**src/rtl/ahb_master_if.sv**
```systemverilog
// ahb_master_if: AHB master. Turns single/INCR burst commands from a local
// user port into pipelined AHB address/data phases, handling arbitration,
// wait states and OKAY/ERROR/RETRY/SPLIT responses.
//   hclk, hresetn          clock; synchronous active-high reset
//   cmd_* / cmd_ready      user command port (write, addr, len = beats-1)
//   wr_data / wr_pop       write data stream; wr_pop marks a consumed beat
//   rd_data / rd_valid     read data stream, one pulse per beat
//   done / err             end-of-command pulse; err flags an ERROR abort
//   hbusreq / hgrant       arbiter handshake
//   haddr..hwdata          AHB master outputs; hrdata/hready/hresp inputs
module ahb_master_if #(
  parameter int unsigned ADDR_W = 32,
  parameter int unsigned DATA_W = 32
) (
  input  logic              hclk,
  input  logic              hresetn,
  input  logic              cmd_valid,
  output logic              cmd_ready,
  input  logic              cmd_write,
  input  logic [ADDR_W-1:0] cmd_addr,
  input  logic [3:0]        cmd_len,
  input  logic [DATA_W-1:0] wr_data,
  output logic              wr_pop,
  output logic [DATA_W-1:0] rd_data,
  output logic              rd_valid,
  output logic              done,
  output logic              err,
  output logic              hbusreq,
  input  logic              hgrant,
  output logic [ADDR_W-1:0] haddr,
  output logic [1:0]        htrans,
  output logic              hwrite,
  output logic [2:0]        hsize,
  output logic [2:0]        hburst,
  output logic [DATA_W-1:0] hwdata,
  input  logic [DATA_W-1:0] hrdata,
  input  logic              hready,
  input  logic [1:0]        hresp
);

  localparam int unsigned CNT_W = 5;

  localparam logic [2:0] S_IDLE  = 3'd0;
  localparam logic [2:0] S_REQ   = 3'd1;
  localparam logic [2:0] S_XFER  = 3'd2;
  localparam logic [2:0] S_RESP2 = 3'd3;
  localparam logic [2:0] S_FIN   = 3'd4;

  localparam logic [1:0] TR_IDLE   = 2'b00;
  localparam logic [1:0] TR_NONSEQ = 2'b10;
  localparam logic [1:0] TR_SEQ    = 2'b11;
  localparam logic [1:0] RESP_OKAY  = 2'b00;
  localparam logic [1:0] RESP_ERROR = 2'b01;
  localparam logic [2:0] BURST_SINGLE = 3'b000;
  localparam logic [2:0] BURST_INCR   = 3'b001;

  logic [2:0]        state, state_d;
  logic              cmd_ready_d, hbusreq_d, hwrite_d, rd_valid_d, done_d, err_d;
  logic [ADDR_W-1:0] haddr_d;
  logic [1:0]        htrans_d;
  logic [2:0]        hburst_d;
  logic [DATA_W-1:0] hwdata_d, rd_data_d;
  logic [3:0]        len_q, len_d;
  logic [CNT_W-1:0]  idx_q, idx_d;            // next beat to put on the address bus
  logic [ADDR_W-1:0] pend_addr_q, pend_addr_d; // its address
  logic              dp_valid_q, dp_valid_d;  // a data phase is in flight
  logic [ADDR_W-1:0] dp_addr_q, dp_addr_d;
  logic [3:0]        dp_idx_q, dp_idx_d;
  logic              replay_q, replay_d;      // retried write beat: reuse held hwdata

  logic addr_acc, data_ok, resp_first, remain;

  assign hsize      = 3'b010;
  assign addr_acc   = htrans[1] & hready;
  assign data_ok    = dp_valid_q & hready & (hresp == RESP_OKAY);
  assign resp_first = dp_valid_q & ~hready & (hresp != RESP_OKAY);
  assign remain     = (idx_q <= {1'b0, len_q});

  // Combinational so the user can advance wr_data on the edge the beat is captured.
  assign wr_pop = addr_acc & hwrite & ~replay_q;

  // Next-state and next-output logic.
  always_comb begin
    state_d     = state;
    cmd_ready_d = cmd_ready;
    hbusreq_d   = hbusreq;
    haddr_d     = haddr;
    htrans_d    = htrans;
    hwrite_d    = hwrite;
    hburst_d    = hburst;
    hwdata_d    = hwdata;
    rd_data_d   = rd_data;
    rd_valid_d  = 1'b0;
    done_d      = 1'b0;
    err_d       = 1'b0;
    len_d       = len_q;
    idx_d       = idx_q;
    pend_addr_d = pend_addr_q;
    dp_valid_d  = dp_valid_q;
    dp_addr_d   = dp_addr_q;
    dp_idx_d    = dp_idx_q;
    replay_d    = replay_q;

    case (state)
      S_IDLE: begin
        if (cmd_valid && cmd_ready) begin
          cmd_ready_d = 1'b0;
          hbusreq_d   = 1'b1;
          hwrite_d    = cmd_write;
          hburst_d    = (cmd_len == 4'd0) ? BURST_SINGLE : BURST_INCR;
          len_d       = cmd_len;
          idx_d       = '0;
          pend_addr_d = cmd_addr;
          dp_valid_d  = 1'b0;
          replay_d    = 1'b0;
          state_d     = S_REQ;
        end
      end

      S_REQ, S_XFER: begin
        if (resp_first) begin
          // First cycle of a two-cycle response: cancel the pipelined address.
          htrans_d = TR_IDLE;
          state_d  = S_RESP2;
        end else begin
          if (data_ok) begin
            dp_valid_d = 1'b0;
            if (!hwrite) begin
              rd_data_d  = hrdata;
              rd_valid_d = 1'b1;
            end
            if ((dp_idx_q == len_q) && !remain) begin
              done_d  = 1'b1;
              state_d = S_FIN;
            end
          end
          if (state == S_REQ) begin
            if (hready && hgrant) begin
              haddr_d     = pend_addr_q;
              htrans_d    = TR_NONSEQ;
              pend_addr_d = pend_addr_q + ADDR_W'(4);
              idx_d       = idx_q + CNT_W'(1);
              state_d     = S_XFER;
            end
          end else if (addr_acc) begin
            dp_valid_d = 1'b1;
            dp_addr_d  = haddr;
            dp_idx_d   = 4'(idx_q - CNT_W'(1));
            if (hwrite) begin
              if (replay_q) replay_d = 1'b0;
              else          hwdata_d = wr_data;
            end
            if (!remain) begin
              htrans_d  = TR_IDLE;
              hbusreq_d = 1'b0;
            end else if (hgrant) begin
              haddr_d     = pend_addr_q;
              htrans_d    = TR_SEQ;
              pend_addr_d = pend_addr_q + ADDR_W'(4);
              idx_d       = idx_q + CNT_W'(1);
            end else begin
              // Bus lost with beats left: re-arbitrate and resume with NONSEQ.
              htrans_d = TR_IDLE;
              state_d  = S_REQ;
            end
          end
        end
      end

      S_RESP2: begin
        if (hready) begin
          dp_valid_d = 1'b0;
          if (hresp == RESP_ERROR) begin
            hbusreq_d = 1'b0;
            done_d    = 1'b1;
            err_d     = 1'b1;
            state_d   = S_FIN;
          end else begin
            // RETRY/SPLIT: rewind to the failed beat and re-request the bus.
            idx_d       = {1'b0, dp_idx_q};
            pend_addr_d = dp_addr_q;
            replay_d    = hwrite;
            hbusreq_d   = 1'b1;
            state_d     = S_REQ;
          end
        end
      end

      S_FIN: begin
        cmd_ready_d = 1'b1;
        state_d     = S_IDLE;
      end

      default: begin
        htrans_d    = TR_IDLE;
        hbusreq_d   = 1'b0;
        cmd_ready_d = 1'b1;
        state_d     = S_IDLE;
      end
    endcase
  end

  // State and output registers.
  always_ff @(posedge hclk) begin
    if (hresetn) begin
      state       <= S_IDLE;
      cmd_ready   <= 1'b1;
      hbusreq     <= 1'b0;
      haddr       <= '0;
      htrans      <= TR_IDLE;
      hwrite      <= 1'b0;
      hburst      <= BURST_SINGLE;
      hwdata      <= '0;
      rd_data     <= '0;
      rd_valid    <= 1'b0;
      done        <= 1'b0;
      err         <= 1'b0;
      len_q       <= '0;
      idx_q       <= '0;
      pend_addr_q <= '0;
      dp_valid_q  <= 1'b0;
      dp_addr_q   <= '0;
      dp_idx_q    <= '0;
      replay_q    <= 1'b0;
    end else begin
      state       <= state_d;
      cmd_ready   <= cmd_ready_d;
      hbusreq     <= hbusreq_d;
      haddr       <= haddr_d;
      htrans      <= htrans_d;
      hwrite      <= hwrite_d;
      hburst      <= hburst_d;
      hwdata      <= hwdata_d;
      rd_data     <= rd_data_d;
      rd_valid    <= rd_valid_d;
      done        <= done_d;
      err         <= err_d;
      len_q       <= len_d;
      idx_q       <= idx_d;
      pend_addr_q <= pend_addr_d;
      dp_valid_q  <= dp_valid_d;
      dp_addr_q   <= dp_addr_d;
      dp_idx_q    <= dp_idx_d;
      replay_q    <= replay_d;
    end
  end

endmodule

```
**config.mk**
```make
export PLATFORM = sky130hd
export DESIGN_NAME = ahb_master_if
export DESIGN_NICKNAME = d
export VERILOG_FILES = /design/src/rtl/ahb_master_if.sv
export SDC_FILE = /design/constraint.sdc
export NUM_CORES = 1
export LEC_CHECK = 0
export CAP_MARGIN = 0
export CORE_ASPECT_RATIO = 0.5
export CORE_MARGIN = 5
export CORE_UTILIZATION = 49
export CTS_CLUSTER_DIAMETER = 120
export DETAILED_ROUTE_END_ITERATION = 8
export PLACE_DENSITY = 0.87
export SLEW_MARGIN = 25
export SYNTH_ARGS = -nofsm -noshare
export SYNTH_HDL_FRONTEND = slang
export SYNTH_SLANG_ARGS = --single-unit
```
**constraint.sdc**
```tcl
create_clock -name hclk -period 2.8 [get_ports hclk]
set_clock_uncertainty 0.15 [all_clocks]
set_input_delay 0.7 -clock hclk [delete_from_list [all_inputs] [get_ports hclk]]
set_output_delay 0.7 -clock hclk [all_outputs]
set_load 0.05 [all_outputs]
```
==> metrics.yaml <==
run_status:
  status: "completed"
cells_and_area:
  layout.nets: 1316
  seqCellArea_mm2: 0.00374
  multi_input_area_mm2: 0.00398
  antenna_cells: 0
  utilization_pct: 68.7
  fin_area_mm2: 0.0112
  nFillCells: 1237
  area_growth_pct: 38.7
  drive_above_1_share_pct: 6.92
setup_path:
  crit_family: "buffers and inverters"
  reg2reg_slack_ps: 180
  rr_endpoint: "idx_q[0]$_SDFFE_PP0P_"
  worstSetupStartpointType: "input pin"
  cp.arrival_ps: 1870
  path_cells: "clkdlybuf4s50_1 -> buf_4 -> buf_4 -> nand2_1 -> nor2_2 -> buf_12"
  reg2reg_depth: 9
  r2r_start: "len_q[2]$_SDFFE_PP0P_"
  cp_num_buf_inv: 4
  cp.required_ps: 1950
  crit_path_end_kind: "output port"
  cpMostUsedCell: "buf_4"
  cp_max_fo: 5
  slowest_stage: "clkdlybuf4s50_1"
  crit_type: "in2out"
  critPathMaxStageDelay_ps: 510
placed_design:
  dp_hpwl_um: 16500
  routabilityCongestion: 0.965
  io_buffer_count: 213
  placed_area_mm2: 0.0106
floorplanning:
  rows: 33
  die_w_um: 191
  coreArea_mm2: 0.0163
  die_height_um: 101
  io_pins: 219
  start_util_pct: 49.6
  die-area_mm2: 0.0193
power:
  power.density_mw_per_mm2: 568
  p_leak_nw: 4.07
  peakVddDrop_uv: 455
clock_tree:
  clock_sinks: 187
  cts_buffers: 17
  hold_buffers: 0
  cts.reportedPaths.clkPinSlew_ps: 70
  clockBufferDepth: 2
  htreeDepth: 4
  cts_tree: "done"
  cts_root_buf: "clkbuf_16"
  worstSkewPairLatency_ps: 430
hold_path:
  holdPathStages: 2
  min_path_type: "reg2reg"
  worstHoldStart: "hwdata[20]$_SDFFE_PP0P_"
  min_to: "hwdata[20]$_SDFFE_PP0P_"
timing:
  hold-worst-slack_ps: 303
  timing.final.crit_period_ps: 2720
  maxSlewHeadroom_pct: 43.9
  fmax_mhz: 368
  finalCritPeriodShare_pct: 97.1
  tightest_slew_ps: 842
  finalSetupViolCount: 0
  rsz0062_at_grt: "false"
  slew_viol_final: 0
  hold_viol: 0
detailed_routing:
  wire_per_inst_um: 16.7
  via_per_inst: 5.64
  wl_um: 24100
  drt_first_iter_violations: 789
  ant_nets: 0
  num_vias: 8125
  drc: 0
  dr.pass1.iters: 5
yosys:
  synth_area_leaders: "dfxtp_1, nand2_1, a21oi_1, mux2i_1, nor2_1"
  yosysSeqAreaShare_pct: 46.4
  avgSynthCellArea_um2: 8.01
  syn_area_mm2: 0.00806
  synth_top_area_share_pct: 46.4
  synth_edf_count: 0
  netlist_instances: 1007
  netlist-cell-type-count: 63
  synth_warnings: 0
  async_reset_ff_share_pct: 0
  synth_flop_cell: "dfxtp_1"
  yosys_register_bits: 187
  yosys.area.top_type: "dfxtp_1"
global_routing:
  grt_pass1_wl_um: 39100
  grt-ovfl-total: 0
  grtUsageTotal_pct: 24.6
  grt_pass1_vias: 7920
  grt_start_max_net_pins: 85
  grt_antenna_before_repair: 0
job:
  cap_violations: 0
[tightest hold or removal path: cells and delay by family (launching register included)]
family,cells,cell delay [ps]
AND/OR/NAND/NOR,1,50
flip-flops,1,310
AO/OA/AOI/OAI,1,50
[cell type report]
cell class	count	area share, %
multi-input combinational	732	35.6
timing repair buffer	250	22.7
clock inverter	15	1.37
sequential	187	33.5
clock buffer	17	3.81
inverter	13	0.436
tap	227	2.54
[cells by family after synthesis]
group,share of synthesized area [%]
AOI/OAI and AO/OA,21.4
xor gates and xnor gates,0.761
adders and majority gates,1.09
buffers and inverters,4.67
DFF,46.4
muxes,4.73
other,0.0932
and+or+nand+nor,20.8
[metrics by stage]
| stage | worst slack [ps] | setup TNS, ps | cells | power, W |
|---|---|---|---|---|
| finish | 82.5 | 0 | 1441 | 0.00635 |
| floorplan | 177 | 0 | 1010 | 0.00358 |
| detailed placement | -92.6 | -1780 | 1409 | 0.00401 |
| global route | 14.6 | 0 | 1441 | 0.00661 |
| global placement | -45.8 | -342 | 1409 | 0.00398 |
| CTS | 42.3 | 0 | 1441 | 0.00637 |
[flip-flops by register name (all words and copies together), names as in the netlist]
register,cells
rd_valid,1
err,1
rd_data,32
hwdata,32
hwrite,1
len_q,4
dp_idx_q,4
cmd_ready,1
htrans,2
hburst,1
pend_addr_q,32
dp_addr_q,32
dp_valid_q,1
state,3
done,1
idx_q,5
haddr,32
hbusreq,1
replay_q,1
[synth_stat cells (2+ instances only)]
library cell	count
nor2b_1	2
a22oi_1	13
conb_1	2
o21bai_1	2
or3_1	6
a2111oi_0	3
a221oi_1	5
nand2b_1	5
nand3_1	12
a211oi_1	11
and3_1	4
a311oi_1	2
nor4_1	5
nand2_1	233
nor3b_1	5
mux2i_1	37
inv_1	13
xor2_1	4
xnor2_1	3
a221o_1	3
dfxtp_1	187
nor3_1	14
a21o_1	3
a22o_1	15
a21oi_1	145
clkbuf_1	59
o21ai_0	50
buf_4	5
nor2_1	79
o31ai_1	3
a41oi_1	2
ha_1	7
buf_2	12
a311o_1	2
a31oi_1	10
nor4b_1	2
and2_1	6
and4_1	5
nand4_1	7
[cell usage in the layout (no fill, tap or decap), drive strengths merged, types with 7 or more instances in the layout]
cell           count
nor2              79
clkbuf            17
and2               7
nand2            233
a22o              15
a22oi             13
inv               20
a21oi            145
clkdlybuf4s50    211
a211oi            11
dfxtp            187
a31oi             11
buf               39
nand4              7
ha                 7
nand3             12
o21ai             51
mux2i             37
nor3              14
[layer usage]
metal / vias to the layer above / GRT usage, % / share of wire, %
li1: 3881 / - / -
met1: 3805 / 29.9 / 41
met2: 371 / 42.3 / 48
met3: 68 / 6.68 / 8.6
met4: 0 / 8.88 / 2.6
met5: - / 0 / 0
[timing repair]
action                                  4_1_cts  5_1_grt
setup buffers                                 0        0
endpoints found under the setup margin        0        1
gates resized for setup                       0        1
[power by group]
group          total [W]  switching [W]  internal, W
Combinational    0.00109       0.000596     0.000492
Clock            0.00236        0.00117      0.00119
Sequential       0.00291       0.000151      0.00276
Total            0.00635        0.00191      0.00444
[how the worst max path moves through the flow]
| stage | slack, ps | to | startpoint | cells past startpoint |
|---|---|---|---|---|
| floorplan | 180 | wr_pop | hready | 3 |
| CTS | 40 | wr_pop | hready | 6 |
| finish | 80 | wr_pop | hready | 6 |
| global placement | -50 | idx_q[1]$_SDFFE_PP0P_ | hready | 8 |
| global route | 10 | idx_q[0]$_SDFFE_PP0P_ | len_q[3]$_SDFFE_PP0P_ | 9 |
| detailed placement | -90 | idx_q[1]$_SDFFE_PP0P_ | cmd_valid | 8 |
Note: power is estimated with default switching activity, not from simulation.
==> patch 1 (config.mk and constraints unchanged) <==
The output `err` loses its register stage (`err` becomes a continuous assignment).
--- a/src/rtl/ahb_master_if.sv
+++ b/src/rtl/ahb_master_if.sv
@@ -215,5 +215,4 @@
       rd_valid    <= 1'b0;
       done        <= 1'b0;
-      err         <= 1'b0;
       len_q       <= '0;
       idx_q       <= '0;
@@ -235,5 +234,4 @@
       rd_valid    <= rd_valid_d;
       done        <= done_d;
-      err         <= err_d;
       len_q       <= len_d;
       idx_q       <= idx_d;
@@ -246,4 +244,6 @@
   end
 
+  assign err = err_d;
+
 endmodule
 
Formal check against the unedited RTL: no difference found for any inputs over 4 cycles, from zero or initial values and one cycle with hresetn high; that may be too few to reach the edited logic, so the function may still have changed.
==> patch 1 against the original RTL <==
  * Sequential cell count shrank 1
  * Clock power grew 11%
  * Design area grew 3.1%
  * Total power grew 12%
  * Synthesized area grew 3.6%
  * Cell count grew 2.9%
  * Global-route usage grew 1.8 points
  * Via count grew 8.8%
  * Setup slack gained 5.1 ps
  * Critical path depth shrank 2
  * Routed wire length grew 13%
  * Largest cell class unchanged
  * Non-clock buffer count grew 9
==> patch 1: results (changes against the original RTL) <==
Status - complete, no violations
Layout cell share with drive strength beyond 1 - 0.0820 (+0.0128)
# clock sinks - 186 (-0.53%)
Violation count after the first detailed-routing iteration - 823 (+4.3%)
M2 GR Usage - 0.452 (+0.0285)
Clock insertion delay at the later pin of the skew report - 430 ps (about the same)
Detailed placement HPWL - 18500 um (+13%)
Final estimated routing congestion in global placement - 0.891 (-7.7%)
Final net count - 1358 (+3.2%)
Leading cell types by total area after synthesis - sky130_fd_sc_hd__dfxtp_1 45%, sky130_fd_sc_hd__nand2_1 10%, sky130_fd_sc_hd__a21oi_1 9.4%
Wire per inst - 18.3 um (+9.6%)
Clock edge transition at the registers on the reported setup and hold paths - 60 ps
Count of different cell masters after synthesis - 62 (-1.6%)
Count of vias placed by the detailed router - 8836 (+8.8%)
Post-synth top flop - sky130_fd_sc_hd__dfxtp_1
Clock buffers created by TritonCTS - 17 (unchanged)
Via count of the first global-routing pass - 8519 (+7.6%)
Slowest cell on crit path - sky130_fd_sc_hd__clkdlybuf4s50_1
Post-synthesis sequential area ratio - 0.446 (-0.0187)
Arr. time, crit path - 1860 ps
Count leader, synth - sky130_fd_sc_hd__nand2_1
Fill count - 1266 (+2.3%)
Crit-path max FO - 7 (+2)
Maximum level of the CTS H-tree - 4 (unchanged)
Cell at the root of the clock tree - sky130_fd_sc_hd__clkbuf_16
Leak Pwr - 0.00389 uW (-4.5%)
Min-Delay Path Class - flop to flop
Post-CTS Setup Inserts - 0 (unchanged)
Synth cell count leaders - 223 x sky130_fd_sc_hd__nand2_1, 186 x sky130_fd_sc_hd__dfxtp_1, 157 x sky130_fd_sc_hd__a21oi_1
Global routing met1 resource utilization - 0.341 (+0.0413)
First-pass GRT wire length - 43500 um (+11%)
Pin count of the biggest net entering global routing - 186 (+120%)
Buffers from clock root to sink, at most - 2 (unchanged)
First-pass DRT Iterations - 5 (unchanged)
Met3 Track Usage GR - 0.0540 (-0.0128)
Relative max-transition margin - 0.345 (-0.0939)
Worst path max stage delay - 630 ps (+120 ps)
Async set-reset flop share out of synthesis - 0 (unchanged)
Tot GR Track Use - 0.264 (+0.0180)
# port buffers - 213 (unchanged)
Count of synthesis-stage warnings from yosys - 0 (unchanged)
Inserted Diodes - 0 (unchanged)
Peak supply drop - 0.550 mV (+21%)
Number of antenna violations at the first check in global routing - 0 (unchanged)
## patch 1: power by group
group | total (uW) | switching (uW) | internal, uW
Combinational | 1510 | 884 | 623
Sequential | 2980 | 196 | 2780
Clock | 2610 | 1080 | 1530
Total | 7090 | 2160 | 4930
## patch 1: metal layers
layer	share of wire	routed length, um	vias up
li1	-	-	4167
met1	0.43	11700	4171
met2	0.47	12900	447
met3	0.076	2080	51
met4	0.019	511	0
met5	0	0	-
## patch 1: critical path: cells and delay by family
kind          cells  cell delay, ps
simple gates      2             360
buf+inv           2             800
## patch 1: cell type report
class	count	area, um2	area share
Timing Repair Buffer	259	2610	0.226
Clock buffer	19	443	0.0384
Sequential cell	186	3730	0.323
Inverter	16	60.1	0.00521
Clock inverter	13	188	0.0163
Multi-Input combinational cell	763	4220	0.366
Tap cell	227	284	0.0246
## patch 1: worst paths after layout
check	end	depth (start not counted)	from	slack, ps
worst max-delay path	wr_pop	4	hready	90
worst min-delay path	rd_data[27]	2	rd_data[27]	300
worst max register to register	pend_addr_q[2]	8	len_q[3]	260
worst min register to register	rd_data[27]	2	rd_data[27]	300
## patch 1: repair_timing
action | 4_1_cts | 5_1_grt
gates resized for setup | 0 | 4
endpoints found under the hold margin | 0 | 0
endpoints found under the setup margin | 0 | 1
## patch 1: kinds of logic (layout without fill, tap and decap cells)
group,Yosys count,in the layout,share of synthesized area
AO/OA/AOI/OAI,351,351,0.265
other,2,5,0.000899
adder cells (fa/ha/maj),7,7,0.0105
flip-flops,186,186,0.446
buffers and inverters,107,307,0.0550
multiplexers,6,6,0.00734
XOR/XNOR,7,7,0.00734
AND/OR/NAND/NOR,387,387,0.209
## patch 1: per-stage QoR
step / cell area [um2] / cells / setup WS [ps] / utilization / TNS (ps)
final: 11500 / 1483 / 87.5 / 0.696 / 0
after detailed placement: 10900 / 1451 / -188 / 0.658 / -2450
after global routing: 11500 / 1483 / 43.4 / 0.696 / 0
after CTS: 11500 / 1483 / 3.49 / 0.696 / 0
after floorplan: 8370 / 1056 / 271 / - / 0
after global placement: 10900 / 1451 / -107 / 0.658 / -1420
==> patch 2 (config.mk and constraints unchanged) <==
Without the edit above. The parameter `DATA_W` goes from 32 to 64.
--- a/src/rtl/ahb_master_if.sv
+++ b/src/rtl/ahb_master_if.sv
@@ -11,5 +11,5 @@
 module ahb_master_if #(
   parameter int unsigned ADDR_W = 32,
-  parameter int unsigned DATA_W = 32
+  parameter int unsigned DATA_W = 64
 ) (
   input  logic              hclk,
Interface: changed (resized hrdata, hwdata, rd_data and wr_data); port bits go from 219 to 347. The function was not compared with the original's and may differ.
==> patch 2 against the original RTL <==
  * Register-to-register slack got worse by 90 ps
  * Total power rose by 30%
  * Count of clock-buffer cells in the layout rose by 8
  * Largest cell class is now registers
  * Routed wire length rose by 52%
  * Setup slack got worse by 24 ps
  * Synthesized area rose by 29%
  * Sequential cell count rose by 64
  * Design area rose by 36%
  * Critical endpoint is now htrans[1]
  * Clock power rose by 44%
==> patch 2: results (changes against the original RTL) <==
Min-Delay Path Class - flop to flop
Number of antenna violations at the first check in global routing - 0 (unchanged)
Relative max-transition margin - 0.534 (+0.0952)
First-pass GRT wire length - 57100 um (+46%)
Number of cells after detailed placement - 1880 (+33%)
Maximum level of the CTS H-tree - 1 (-3)
Clock buffers created by TritonCTS - 23 (+6)
Dpl cell area - 14300 um2 (+35%)
Detailed placement HPWL - 25900 um (+57%)
Post-Place Worst Slack - -73.0 ps (+19.6 ps)
Count of different cell masters after synthesis - 67 (+6.3%)
Leak Pwr - 0.00512 uW (+26%)
Pin count of the biggest net entering global routing - 104 (+22%)
Via count of the first global-routing pass - 10679 (+35%)
Status - complete, no violations
Arr. time, crit path - 1890 ps (+20 ps)
Avg Vias per Cell - 5.73 (+1.6%)
Post-synth top flop - sky130_fd_sc_hd__dfxtp_1
Final estimated routing congestion in global placement - 0.907 (-6.0%)
Inserted Diodes - 0 (unchanged)
Remaining number of nets flagged by the antenna check after routing - 0 (unchanged)
Peak supply drop - 0.374 mV (-18%)
Post-synthesis share of cell area spent on full adders, half adders and majority gates - 0.00939 (-0.00148)
Pins over their slew limit - 0 (unchanged)
Sequential Power - 3750 uW (+29%)
Layout cell share with drive strength beyond 1 - 0.0790 (+0.00979)
Final number of hold-violating endpoints - 0 (unchanged)
Final net count - 1811 (+38%)
Average cell area after synthesis - 7.96 um2 (-0.54%)
Crit-path max FO - 8 (+3)
Violation count after the first detailed-routing iteration - 1176 (+49%)
Final wirelength - 36600 um (+52%)
Clock edge transition at the registers on the reported setup and hold paths - 70 ps (about the same)
Part of the power in combinational logic - 0.136 (-0.035)
Tot GR Track Use - 0.281 (+0.0352)
Synth cell count leaders - 364 x sky130_fd_sc_hd__nand2_1, 251 x sky130_fd_sc_hd__dfxtp_1, 199 x sky130_fd_sc_hd__a21oi_1
# port buffers - 341 (+60%)
Clock insertion delay at the later pin of the skew report - 520 ps (+90 ps)
Async set-reset flop share out of synthesis - 0 (unchanged)
Post-CTS Setup Inserts - 0 (unchanged)
Final non-filler cell total - 1919 (+33%)
Post-cts sizing count - 0 (unchanged)
Int Power - 6180 uW (+39%)
Buffers from clock root to sink, at most - 3 (+1)
Portion of netlist area occupied by mux cells - 0.0408 (-0.00655)
Worst path max stage delay - 870 ps (+360 ps)
Cell at the root of the clock tree - sky130_fd_sc_hd__clkbuf_16
First-pass DRT Iterations - 8 (+3)
Post-synthesis share of cell area spent on xor and xnor gates - 0.00758 (-0.0000248)
Largest delay contributor family on the critical path - buffers and inverters
Share of the synthesized area in compound gates (AO/OA/AOI/OAI) - 0.195 (-0.0191)
Post-synthesis sequential area ratio - 0.483 (+0.0188)
Leading cell types by total area after synthesis - sky130_fd_sc_hd__dfxtp_1 48%, sky130_fd_sc_hd__nand2_1 13%, sky130_fd_sc_hd__a21oi_1 9.6%
==> patch 2: final cells by class <==
cell class / instances / area (um2)
fillers: 1448 / 5530
clock buffers: 25 / 593
inverters: 16 / 60.1
clock inverters: 14 / 206
well taps: 273 / 342
repair buffers: 398 / 3970
flip-flops and latches: 251 / 5030
multi-input cells: 942 / 4970
==> patch 2: metrics by stage <==
stage | hold slack [ps] | total power (uW) | utilization
final | 304 | 8270 | 0.733
after global routing | 321 | 8560 | 0.733
after CTS | 303 | 8270 | 0.731
after detailed placement | 293 | 4890 | 0.692
after global placement | 289 | 4860 | 0.692
after floorplan | 283 | 4370 | -
==> patch 2: layer usage <==
layer | vias up | routed length (um) | GRT usage | share of wire
li1 | 5133 | - | - | -
met1 | 5189 | 14700 | 0.338 | 0.40
met2 | 568 | 18300 | 0.519 | 0.50
met3 | 106 | 2410 | 0.0473 | 0.066
met4 | 0 | 1190 | 0.0868 | 0.032
met5 | - | 0 | 0 | 0
==> patch 2: final timing paths <==
check | startpoint | end | slack (ps) | cells after the start
max | htrans[1] | htrans[1] | 60 | 1
min | dp_addr_q[3] | dp_addr_q[3] | 300 | 2
max reg2reg | len_q[3] | state[1] | 90 | 8
min reg2reg | dp_addr_q[3] | dp_addr_q[3] | 300 | 2
==> patch 2: worst reg2reg max path, cell delays in order, from the launching register on <==
cell and delay [ps]:
sky130_fd_sc_hd__dfxtp_1 370, sky130_fd_sc_hd__inv_1 60, sky130_fd_sc_hd__ha_1 300, sky130_fd_sc_hd__nand3_1 130
sky130_fd_sc_hd__or3b_4 430, sky130_fd_sc_hd__and2_2 240, sky130_fd_sc_hd__and4_1 170, sky130_fd_sc_hd__or3b_2 490
sky130_fd_sc_hd__a311oi_2 280
